[config.mk]
export PLATFORM = sky130hd
export DESIGN_NAME = hex_keypad_entry
export DESIGN_NICKNAME = d
export VERILOG_FILES = /design/src/rtl/hex_keypad_entry.sv
export SDC_FILE = /design/constraint.sdc
export NUM_CORES = 1
export LEC_CHECK = 0
export CAP_MARGIN = 20
export CORE_AREA = 2 2 83 85
export DETAILED_ROUTE_END_ITERATION = 6
export DIE_AREA = 0 0 85 87
export GPL_TIMING_DRIVEN = 1
export PLACE_DENSITY = 0.65
export SLEW_MARGIN = 25
export SYNTH_ARGS = -nofsm -noshare
export SYNTH_HDL_FRONTEND = slang
export SYNTH_SLANG_ARGS = --single-unit
[constraint.sdc]
create_clock -name clk -period 4.37 [get_ports clk]
set_input_delay 0.6555 -clock clk [delete_from_list [all_inputs] [get_ports clk]]
set_output_delay 0.6555 -clock clk [all_outputs]
set_load 0.02 [all_outputs]
[src/rtl/hex_keypad_entry.sv]
// 4x4 hex keypad scanner: column scan, scan-level debounce, accepted digits shift into a 16-bit value.
// Optional macro KEY_REPEAT_EN adds auto-repeat of a held key every REPEAT_SCANS full scans.
module hex_keypad_entry #(
  parameter int SCAN_DIV       = 50000,
  parameter int DEBOUNCE_SCANS = 4,
  parameter int REPEAT_SCANS   = 40
) (
  input  logic        clk,
  input  logic        rst,
  input  logic [3:0]  row,
  output logic [3:0]  col,
  output logic [15:0] value,
  output logic [3:0]  key_code,
  output logic        key_valid
);

  localparam int TickW = $clog2(SCAN_DIV);
  localparam logic [3:0] DebLast = 4'(DEBOUNCE_SCANS);

  if (SCAN_DIV < 4 || DEBOUNCE_SCANS < 1 || DEBOUNCE_SCANS > 15 || REPEAT_SCANS < 1) begin : g_badParams
    $error("hex_keypad_entry: parameter out of range");
  end

  typedef enum logic [1:0] {S_IDLE, S_DEBOUNCE, S_PRESSED, S_RELEASE} stateType;

  logic [3:0]       r_sync1, r_sync2;
  logic [TickW-1:0] r_tickCnt;
  logic [1:0]       r_colIdx;
  logic [1:0]       r_accCount;
  logic [3:0]       r_accCode;
  stateType         r_state, w_stateNext;
  logic [3:0]       r_cnt, w_cntNext, w_cntInc;
  logic [3:0]       r_cand, w_candNext;
  logic [15:0]      r_value;
  logic [3:0]       r_keyCode;
  logic             r_keyValid;
  logic             w_tick, w_scanDone, w_accept, w_none, w_single;
  logic [1:0]       w_colCount, w_colRow, w_accCount, w_sumCount;
  logic [2:0]       w_sum3;
  logic [3:0]       w_sumCode;
`ifdef KEY_REPEAT_EN
  localparam int RepW = $clog2(REPEAT_SCANS + 1);
  localparam logic [RepW-1:0] RepLast = RepW'(REPEAT_SCANS);
  logic [RepW-1:0] r_repCnt, w_repNext, w_repInc;
  assign w_repInc = r_repCnt + RepW'(1);
`endif

  always_ff @(posedge clk or negedge rst) begin
    if (!rst) begin
      r_sync1 <= 4'hF;
      r_sync2 <= 4'hF;
    end else begin
      r_sync1 <= row;
      r_sync2 <= r_sync1;
    end
  end

  assign w_tick     = (r_tickCnt == TickW'(SCAN_DIV - 1));
  assign w_scanDone = w_tick && (r_colIdx == 2'd3);
  assign col        = ~(4'b0001 << r_colIdx);

  always_ff @(posedge clk or negedge rst) begin
    if (!rst) begin
      r_tickCnt <= '0;
      r_colIdx  <= 2'd0;
    end else if (w_tick) begin
      r_tickCnt <= '0;
      r_colIdx  <= r_colIdx + 2'd1;
    end else begin
      r_tickCnt <= r_tickCnt + TickW'(1);
    end
  end

  // Key count saturates at 2 (MULTI); column 0 starts a fresh scan, column 3 closes it.
  always_comb begin
    w_colCount = 2'd0;
    w_colRow   = 2'd0;
    for (int i = 3; i >= 0; i--) begin
      if (!r_sync2[i]) begin
        w_colRow = 2'(i);
        if (w_colCount != 2'd2) w_colCount = w_colCount + 2'd1;
      end
    end
    w_accCount = (r_colIdx == 2'd0) ? 2'd0 : r_accCount;
    w_sum3     = {1'b0, w_accCount} + {1'b0, w_colCount};
    w_sumCount = (w_sum3 >= 3'd2) ? 2'd2 : w_sum3[1:0];
    w_sumCode  = (w_accCount == 2'd0) ? {w_colRow, r_colIdx} : r_accCode;
  end

  assign w_none   = (w_sumCount == 2'd0);
  assign w_single = (w_sumCount == 2'd1);
  assign w_cntInc = r_cnt + 4'd1;

  always_ff @(posedge clk or negedge rst) begin
    if (!rst) begin
      r_accCount <= 2'd0;
      r_accCode  <= 4'd0;
    end else if (w_tick) begin
      r_accCount <= w_sumCount;
      r_accCode  <= w_sumCode;
    end
  end

  always_comb begin
    w_stateNext = r_state;
    w_cntNext   = r_cnt;
    w_candNext  = r_cand;
    w_accept    = 1'b0;
`ifdef KEY_REPEAT_EN
    w_repNext   = r_repCnt;
`endif
    if (w_scanDone) begin
`ifdef KEY_REPEAT_EN
      w_repNext = '0;
`endif
      case (r_state)
        S_IDLE: begin
          if (w_single) begin
            w_candNext = w_sumCode;
            w_cntNext  = 4'd1;
            if (DebLast == 4'd1) begin
              w_accept    = 1'b1;
              w_stateNext = S_PRESSED;
            end else begin
              w_stateNext = S_DEBOUNCE;
            end
          end
        end
        S_DEBOUNCE: begin
          if (w_single && (w_sumCode == r_cand)) begin
            w_cntNext = w_cntInc;
            if (w_cntInc == DebLast) begin
              w_accept    = 1'b1;
              w_stateNext = S_PRESSED;
            end
          end else begin
            w_cntNext   = 4'd0;
            w_stateNext = S_IDLE;
          end
        end
        S_PRESSED: begin
          if (w_none) begin
            if (DebLast == 4'd1) begin
              w_cntNext   = 4'd0;
              w_stateNext = S_IDLE;
            end else begin
              w_cntNext   = 4'd1;
              w_stateNext = S_RELEASE;
            end
          end
`ifdef KEY_REPEAT_EN
          else if (w_single && (w_sumCode == r_cand)) begin
            if (w_repInc == RepLast) w_accept = 1'b1;
            else w_repNext = w_repInc;
          end
`endif
        end
        S_RELEASE: begin
          if (w_none) begin
            w_cntNext = w_cntInc;
            if (w_cntInc == DebLast) begin
              w_cntNext   = 4'd0;
              w_stateNext = S_IDLE;
            end
          end else begin
            w_stateNext = S_PRESSED;
          end
        end
        default: w_stateNext = S_IDLE;
      endcase
    end
  end

  always_ff @(posedge clk or negedge rst) begin
    if (!rst) begin
      r_state <= S_IDLE;
      r_cnt   <= 4'd0;
      r_cand  <= 4'd0;
`ifdef KEY_REPEAT_EN
      r_repCnt <= '0;
`endif
    end else begin
      r_state <= w_stateNext;
      r_cnt   <= w_cntNext;
      r_cand  <= w_candNext;
`ifdef KEY_REPEAT_EN
      r_repCnt <= w_repNext;
`endif
    end
  end

  always_ff @(posedge clk or negedge rst) begin
    if (!rst) begin
      r_value    <= 16'h0000;
      r_keyCode  <= 4'h0;
      r_keyValid <= 1'b0;
    end else begin
      r_keyValid <= w_accept;
      if (w_accept) begin
        r_value   <= {r_value[11:0], w_candNext};
        r_keyCode <= w_candNext;
      end
    end
  end

  assign value     = r_value;
  assign key_code  = r_keyCode;
  assign key_valid = r_keyValid;

endmodule
* After elaboration in Yosys (flattened, before gate mapping)
Index checks and enable logic that the tools add are counted.
** Storage, ports and cells
- Flip-flop bits (word level) :: 63
- Input port bits :: 6
** Operators by class
- Add/sub/neg operators :: 7
- Shifts and indexed selects :: 1
- Mux-type cells :: 35
- Reduce and logical (&&, ||, !) cells :: 8
- Equal/unequal tests :: 16
- Bitwise operators :: 1
- $lt $le $gt $ge :: 1
** Operators with widths (number)
- $mux 2 :: 18
- $mux 4 :: 9
- $add 16x1->16 const B :: 1
- $eq 16x16->1 const B :: 1
- $mux 16 :: 1
- $pmux 4 s4 :: 1
- $ne 2x2->1 const B :: 6
- $add 2x1->2 const B :: 4
- $logic_not 2->1 :: 4
- $pmux 2 s4 :: 1
- $eq 2x2->1 const B :: 3
- $ne 3x3->1 const B :: 2
- $mux 1 :: 5
- $reduce_and 5->1 :: 1
- $add 4x1->4 const B :: 1
- $eq 2x1->1 const B :: 2
- $eq 4x3->1 const B :: 1
- $eq 4x4->1 :: 1
- $not 4->4 :: 1
- $reduce_and 4->1 :: 1
- $shl 1x2->4 const A :: 1
- $add 2x2->3 :: 1
- $ge 3x2->1 const B :: 1
- $logic_and 1x1->1 :: 2

* Longest topological paths before layout
Gate-level depths: netlist of run 1.
- Depth after elaboration :: 18
- Mapped depth :: 16

* Least setup slack after synthesis of run 1
Ideal clock, no wire load.
- Kind :: register to register
- Start point :: register r_sync2[2]
- End point :: register r_value[10], in the netlist value[10]
- Buffers on the path :: 1
- Cell stages (with the launch flop) :: 17
- Arrival time :: 3404 ps
- Period minus slack after synthesis :: 3529 ps
- Setup slack :: 841 ps
- Cell sequence :: dfstp_2 -> inv_1 -> ha_1 -> mux2i_1 -> ha_1 -> nor2_1 -> a21oi_1 -> ha_1 -> inv_1 -> fa_1 -> and3_1 -> nand3b_1 -> mux2i_1 -> nand4_1 -> nor3_4 -> buf_12 -> mux2_4
** On the way
- Word-level cells in the longest chain between the ends :: 15
- Elaborated cells on any way between the ends :: 22
- Classes of those cells :: 3 x add/sub; 1 x order compare; 4 x eq/ne; 13 x mux; 1 x reduce/logical
** Ends and longest elaborated chain
- from (decl) :: RTL line 26 : logic [3:0] r_sync1, r_sync2;
- from (signal assigned) :: RTL line 54 : r_sync2 <= r_sync1;
- $mux 2 :: RTL line 79 : if (!r_sync2[i]) begin
- $add 2x1->2 or $ne 2x2->1 (tied branches) :: RTL line 81 : if (w_colCount != 2'd2) w_colCount = w_colCount + 2'd1;
- $mux 2 :: RTL line 81
- $mux 2 :: RTL line 79
- $add 2x1->2 or $ne 2x2->1 (tied branches) :: RTL line 81
- $mux 2 :: RTL line 81
- $mux 2 :: RTL line 79
- $add 2x2->3 :: RTL line 85 : w_sum3 = {1'b0, w_accCount} + {1'b0, w_colCount};
- $ge 3x2->1 :: RTL line 86 : w_sumCount = (w_sum3 >= 3'd2) ? 2'd2 : w_sum3[1:0];
- $mux 2 :: RTL line 86
- $eq 2x1->1 :: RTL line 91 : assign w_single = (w_sumCount == 2'd1);
- $logic_and 1x1->1 * :: RTL line 130 : if (w_single && (w_sumCode == r_cand)) begin
- $mux 1 * :: RTL line 130
- $mux 1 * :: RTL line 116 : case (r_state)
- $mux 1 * :: RTL line 112 : if (w_scanDone) begin
- via w_accept :: RTL line 37 : logic w_tick, w_scanDone, w_accept, w_none, w_single;
- to (signal assigned) :: RTL line 200 : r_value <= {r_value[11:0], w_candNext};
- to (decl) :: RTL line 34 : logic [15:0] r_value;
Mark *: on every way through the listed nets, which the timed path passes. The rest lies on a longest branch.
A chain may end at the register's enable or synchronous reset.

* Worst setup path in the final report of run 1
- Start point :: register r_sync2[2]
- End point :: register r_value[6], in the netlist value[6]
** On the way
- Word-level cells in the longest chain between the ends :: 15
- Elaborated cells on any way between the ends :: 22
- Classes of those cells :: 3 x add/sub; 1 x order compare; 4 x eq/ne; 13 x mux; 1 x reduce/logical
** Ends and longest elaborated chain (RTL line)
- $mux 2 :: 79
- $add 2x1->2 or $ne 2x2->1 (tied branches) :: 81
- $mux 2 :: 81
- $mux 2 :: 79
- $add 2x1->2 or $ne 2x2->1 (tied branches) :: 81
- $mux 2 :: 81
- $mux 2 :: 79
- $add 2x2->3 :: 85
- $ge 3x2->1 :: 86
- $mux 2 :: 86
- $eq 2x1->1 :: 91
- $logic_and 1x1->1 * :: 130
- $mux 1 * :: 130
- $mux 1 * :: 116
- $mux 1 * :: 112
Mark *: on every way between the ends. The rest lies on a longest branch, timed or not.

==> out/results.txt, run 1 <==
CTS root buffer: clkbuf_8
Final Max Tran Viols: 0
Max Root-Sink Buffers: 2
Non-Filler Instances: 369
gr usage total: 14.23%
Final Skew: 0.009767 ns
arrival time worst endpoint: 3.91 ns
share of cells above drive strength 1: 16.61%
Syn Area/Cell: 11.54 um^2
Bufs and invs on worst path: 3
worst-path cell chain: inv_1 > ha_1 > mux2i_1 > ha_1 > nor2_1 > a21oi_1 > ha_1 > inv_1 > fa_1 > and3_1 > nand3b_1 > mux2i_1 > nand4_1 > nor3_4 > buf_4 > mux2_2
fillcell total: 573
row cnt: 30
Post-synth EDFFs: 0
Tightest Pin Transition: 0.7313 ns
status: complete, no violations
Initial DRT Pass Iterations: 4
hold buffer count at cts: 0
CTS tree: built
post-route ant nets: 0
DIE AREA: 7395 um^2
delay-heaviest family, CP: adder cells
Worst Path Class, Setup: register to register
reg2reg setup slack: 0.68 ns
IO Count: 31
synth unique cells: 40
CTS resizes: 0
H-Tree Depth: 3
Vias per Instance: 5.089
overall power: 1.152 mW
Max Clk Rate: 271.3 MHz
RePlAce Congestion: 0.7791
DR vias: 1878
wire per inst: 12.72 um
Setup Buffers After CTS: 0
FF-to-FF Start: r_sync2[2]
commonest non-fill, non-tap cell in the layout: dfrtp_1
Final #Nets: 304
Final Hold Slack: 0.3548 ns
Remaining DRCs: 0
critical path launch point type: register
Final Cycle Share: 84.35%
Critical Path RT: 4.59 ns
Max Cap Violations: 0
vias in the first global route: 1730
total core area: 6569 um^2
Ys Warns: 0
sequential area share after synthesis: 51.74%
worst hold stages: 0
initial antenna violation count: 0
Max Fanout on Critical Path: 17
RSZ-0062 raised after global routing: no
final WL: 4.692 mm
# clock sinks: 59
Inserted Diodes: 0
gr ovfl total: 0
clock slew at reported path FFs: 0.06 ns
DR iter-0 viols: 92
Final Setup Violations: 0
Initial Util: 43.73%
Placed Cells: 353
leakage power: 1.578 nW
Buffers on Ports: 30
global-route wire length before repair: 8.148 mm
CP dominant cell by count: ha_1
die height: 87 um
#FFs+latches synth: 59
HPWL Detailed: 3.266 mm
mapped cell area: 2873 um^2
WHS Endpoint: r_sync2[2]
Layout area overhead: 20.03%
r2r endpoint: value[6]
Synth async-reset ratio: 100.0%
most frequent cells in the layout: dfrtp_1 (51), clkdlybuf4s50_1 (29), nand2_1 (23)
Hold Crit Start: r_sync1[2]
die width: 85 um
Final Hold Vio Count: 0
endpoint type of the worst setup path: register
TritonCTS Buffers: 9
total power per unit cell area: 334.0 nW/um^2
TNS Setup: 0 ns
Worst VDD drop: 0.1759 mV
worst hold path type: register to register
Crit-path slowest cell: dfstp_2
Synth Instances: 249
Largest stage delay, worst path: 0.55 ns
slew margin rel.: 51.24%
syn nets: 269
crit path time final: 3.686 ns
largest net degree at the start of global routing: 60
cells on worst reg2reg path: 16
main flop type after synthesis: dfrtp_1
latest clock arrival within the worst-skew pair: 0.34 ns
==> report_power, final <==
part	leakage [nW]	internal (mW)	switching, mW
clock	0.113	0.351	0.210
combinational	0.683	0.0125	0.0219
sequential	0.783	0.553	0.00298
total	1.58	0.917	0.235
==> metal layers <==
metal	up-vias	part of all wire [%]	routed length (um)	GRT usage (%)
li1	929	-	-	-
met1	892	47	2225	18.84
met2	47	46	2168	21.59
met5	-	0	0	0
met3	10	3.8	180	3.412
met4	0	2.5	118	7.792
==> worst reg2reg max path: stages, from the launching register on <==
cell and delay (ns):
dfstp_2 0.55, inv_1 0.05, ha_1 0.28, mux2i_1 0.19, ha_1 0.17, nor2_1 0.04
a21oi_1 0.12, ha_1 0.16, inv_1 0.05, fa_1 0.51, and3_1 0.22, nand3b_1 0.09
mux2i_1 0.18, nand4_1 0.19, nor3_4 0.14, buf_4 0.28, mux2_2 0.37
==> state kept, by name, indices dropped and copies added (netlist names) <==
name,flops
r_accCount,2
r_state,2
value,16
r_cnt,4
r_colIdx,2
r_cand,4
r_tickCnt,16
r_sync1,4
r_accCode,4
r_sync2,4
key_valid,1
==> cells in the mapped netlist (8+ instances only) <==
library cell	instances	area share [%]
dfrtp_1	51	44
nand2_1	23	3.0
nor2_1	18	2.4
o21ai_0	17	3.0
ha_1	13	5.7
xor2_1	11	3.4
inv_1	10	1.3
mux2_4	9	4.7
a21oi_1	8	1.4
dfstp_2	8	7.3
mux2_2	8	3.1
nand3_1	8	1.4
==> how the worst max path moves through the flow <==
| stage | startpoint | to | slack (ns) | cells after the start |
|---|---|---|---|---|
| 2_1_floorplan | r_sync2[2] | value[10] | 0.84 | 16 |
| 3_3_place_gp | r_sync2[2] | value[1] | 0.77 | 16 |
| 3_5_place_dp | r_sync2[2] | value[6] | 0.66 | 16 |
| 4_1_cts | r_sync2[2] | value[6] | 0.66 | 16 |
| 5_1_grt | r_sync2[2] | value[3] | 0.37 | 16 |
| 6_report | r_sync2[2] | value[6] | 0.68 | 16 |
==> kinds of logic (layout without fill, tap and decap cells) <==
| logic type | after synthesis | in the layout | share of synthesized area [%] |
|---|---|---|---|
| AO/OA/AOI/OAI | 35 | 35 | 7.622 |
| flip-flops | 59 | 59 | 51.74 |
| multiplexers | 22 | 22 | 9.582 |
| XOR/XNOR | 18 | 18 | 5.488 |
| buffers and inverters | 18 | 58 | 3.484 |
| adder cells (fa/ha/maj) | 14 | 14 | 6.359 |
| AND/OR/NAND/NOR | 83 | 83 | 15.72 |
==> stage by stage <==
step / util (%) / area, um^2 / setup WS (ns)
final: 52.50 / 3448 / 0.6839
after global routing: 52.50 / 3448 / 0.3701
after CTS: 52.50 / 3448 / 0.6640
after detailed placement: 49.03 / 3221 / 0.6578
after global placement: 49.03 / 3221 / 0.7686
after floorplan: - / 2873 / 0.8412
==> area by class of cell <==
cell class	instances	area [um^2]	area share, %
Clock buffer	12	155.1	4.499
Clock inverter	4	72.57	2.104
Inverter	10	37.54	1.089
Multi-Input combinational cell	172	1286	37.30
Sequential cell	59	1486	43.11
Tap cell	80	100.1	2.903
Timing Repair Buffer	32	310.3	8.999
Note: power is estimated with default switching activity, not from simulation.
==> inputs of run 2 (changes only) <==
Clock period 4.37 ns to 3.4 ns, I/O delays scaled along.
==> run 2 against run 1 <==
  * The run now ends with setup timing left
  * Non-clock buffer count increased by 17
  * Fmax up 3.1%
  * Sequential share of layout area is 3.1 points lower
  * Combinational power up 120%
  * Cell count increased by 4.6%
  * Total power rose by 28%
  * Hold slack got worse by 0.11 ns
  * Flip-flop and latch count unchanged
  * Die area unchanged
  * Wire length increased by 14%
  * Cell area is 7.7% higher
  * First-iteration DRC count is 16% lower
  * Critical path type unchanged
  * Largest cell class unchanged
  * Largest power group is now sequential cells
==> out/results.txt, run 2 (synthesis gave the netlist of run 1 again) <==
TNS Setup: -2.354 ns
crit path time final: 3.576 ns
die height: 87 um
latest clock arrival within the worst-skew pair: 0.33 ns
Worst VDD drop: 0.2816 mV
HPWL Detailed: 3.575 mm
Critical Path RT: 3.62 ns
internal power: 1.155 mW
Final #Nets: 321
fillcell total: 574
Crit-path slowest cell: dfstp_2
Gate power share: 5.0%
Worst Path Class, Setup: register to register
Initial Util: 43.73%
cells on worst reg2reg path: 17
Switching Share: 21.60%
Remaining DRCs: 0
gr usage total: 15.96%
Initial DRT Pass Iterations: 4
clock slew at reported path FFs: 0.07 ns
CTS root buffer: clkbuf_8
Final Cycle Share: 105.2%
die width: 85 um
DR vias: 1934
total core area: 6569 um^2
CTS tree: built
Final Hold Slack: 0.2490 ns
delay-heaviest family, CP: adder cells
# clock sinks: 59
TritonCTS Buffers: 9
Final Util: 56.55%
most frequent cells in the layout: dfrtp_1 (51), clkdlybuf4s50_1 (29), nand2_1 (23)
share of cells above drive strength 1: 25.49%
total power per unit cell area: 396.4 nW/um^2
Inserted Diodes: 0
Placed Cells: 360
wire per inst: 13.84 um
Final Hold Vio Count: 0
Max Root-Sink Buffers: 2
RSZ-0062 raised after global routing: yes
status: complete, but fails checks
vias in the first global route: 1933
Layout area overhead: 29.31%
Final Max Tran Viols: 0
Non-Filler Instances: 386
Tightest Pin Transition: 0.7698 ns
RePlAce Congestion: 0.7154
Sequential Power Share: 48.6%
leakage power: 1.675 nW
worst-path cell chain: inv_2 > ha_4 > mux2i_4 > buf_4 > buf_4 > a21oi_2 > ha_2 > inv_2 > fa_1 > and3_4 > nand3b_1 > mux2i_1 > nand4_1 > nor3_4 > buf_6 > clkbuf_16 > mux2_4
Buffers on Ports: 30
area of the multi-input gates: 1383 um^2
DIE AREA: 7395 um^2
H-Tree Depth: 3
Reg area: 1486 um^2
largest net degree at the start of global routing: 35
Final Skew: 0.008700 ns
slew margin rel.: 48.68%
endpoint type of the worst setup path: register
DR iter-0 viols: 77
worst hold path type: primary input to async pin
Max Clk Rate: 279.7 MHz
Final Setup Violations: 16
Bufs and invs on worst path: 6
IO Count: 31
Max Fanout on Critical Path: 8
violated checks: setup timing
arrival time worst endpoint: 3.79 ns
initial antenna violation count: 0
commonest non-fill, non-tap cell in the layout: dfrtp_1
Setup WS pre-CTS: -0.1672 ns
Clock power frac: 46.4%
WP depth: 17
global-route wire length before repair: 9.121 mm
Largest stage delay, worst path: 0.55 ns
post-route ant nets: 0
Net Switching: 0.3181 mW
final WL: 5.341 mm
Vias per Instance: 5.010
gr ovfl total: 0
critical path launch point type: register
Max Cap Violations: 0
post-route setup slack: -0.1757 ns
row cnt: 30
run 2: cell types whose count changed in the layout (fill, tap and decap cells not counted), sizes merged:
cell      change
buf          +15
clkinv        +3
clkinvlp      -1
run 2: final timing paths:
path,slack (ns),start,endpoint
max,-0.18,r_sync2[3],value[11]
min,0.25,rst,value[14]
max reg2reg,-0.18,r_sync2[3],value[11]
min reg2reg,0.35,r_sync1[0],r_sync2[0]
max in group asynchronous,2.29,rst,r_accCount[0]
min in group clk,0.35,r_sync1[0],r_sync2[0]
run 2: power by group through the flow:
stage	Combinational [mW]	Sequential (mW)	Clock (mW)
finish	0.0744	0.715	0.683
global route	0.0842	0.715	0.742
CTS	0.0595	0.714	0.700
detailed placement	0.0576	0.727	0
global placement	0.0561	0.726	0
floorplan	0.0227	0.727	0
run 2: timing repair:
action                                  4_1_cts  5_1_grt
gates cloned                                  0        2
setup buffers                                 1        7
resized for setup                             0       27
endpoints found under the hold margin         0        0
endpoints found under the setup margin       16       21
pin swaps                                     0        2
hold buffers                                  0        0
run 2: layout make-up:
type	instances	share of cell area, %
clock buffer	10	3.435
clock inverter	6	2.156
inverter	10	1.010
multi-input combinational	172	37.22
sequential	59	40.01
tap	80	2.695
timing repair buffer	49	13.47
run 2: metrics by stage:
step           area, um^2  total power, mW
6_report             3715            1.473
5_1_grt              3715            1.542
4_1_cts              3506            1.473
3_5_place_dp         3291           0.7842
3_3_place_gp         3291           0.7825
2_1_floorplan        2878           0.7493
run 2: per-layer routing:
metal	track usage (%)	up-vias	routed length, um
li1	-	961	-
met1	20.34	927	2430
met2	25.14	39	2607
met3	4.455	7	217
met4	7.792	0	85
met5	0	-	0
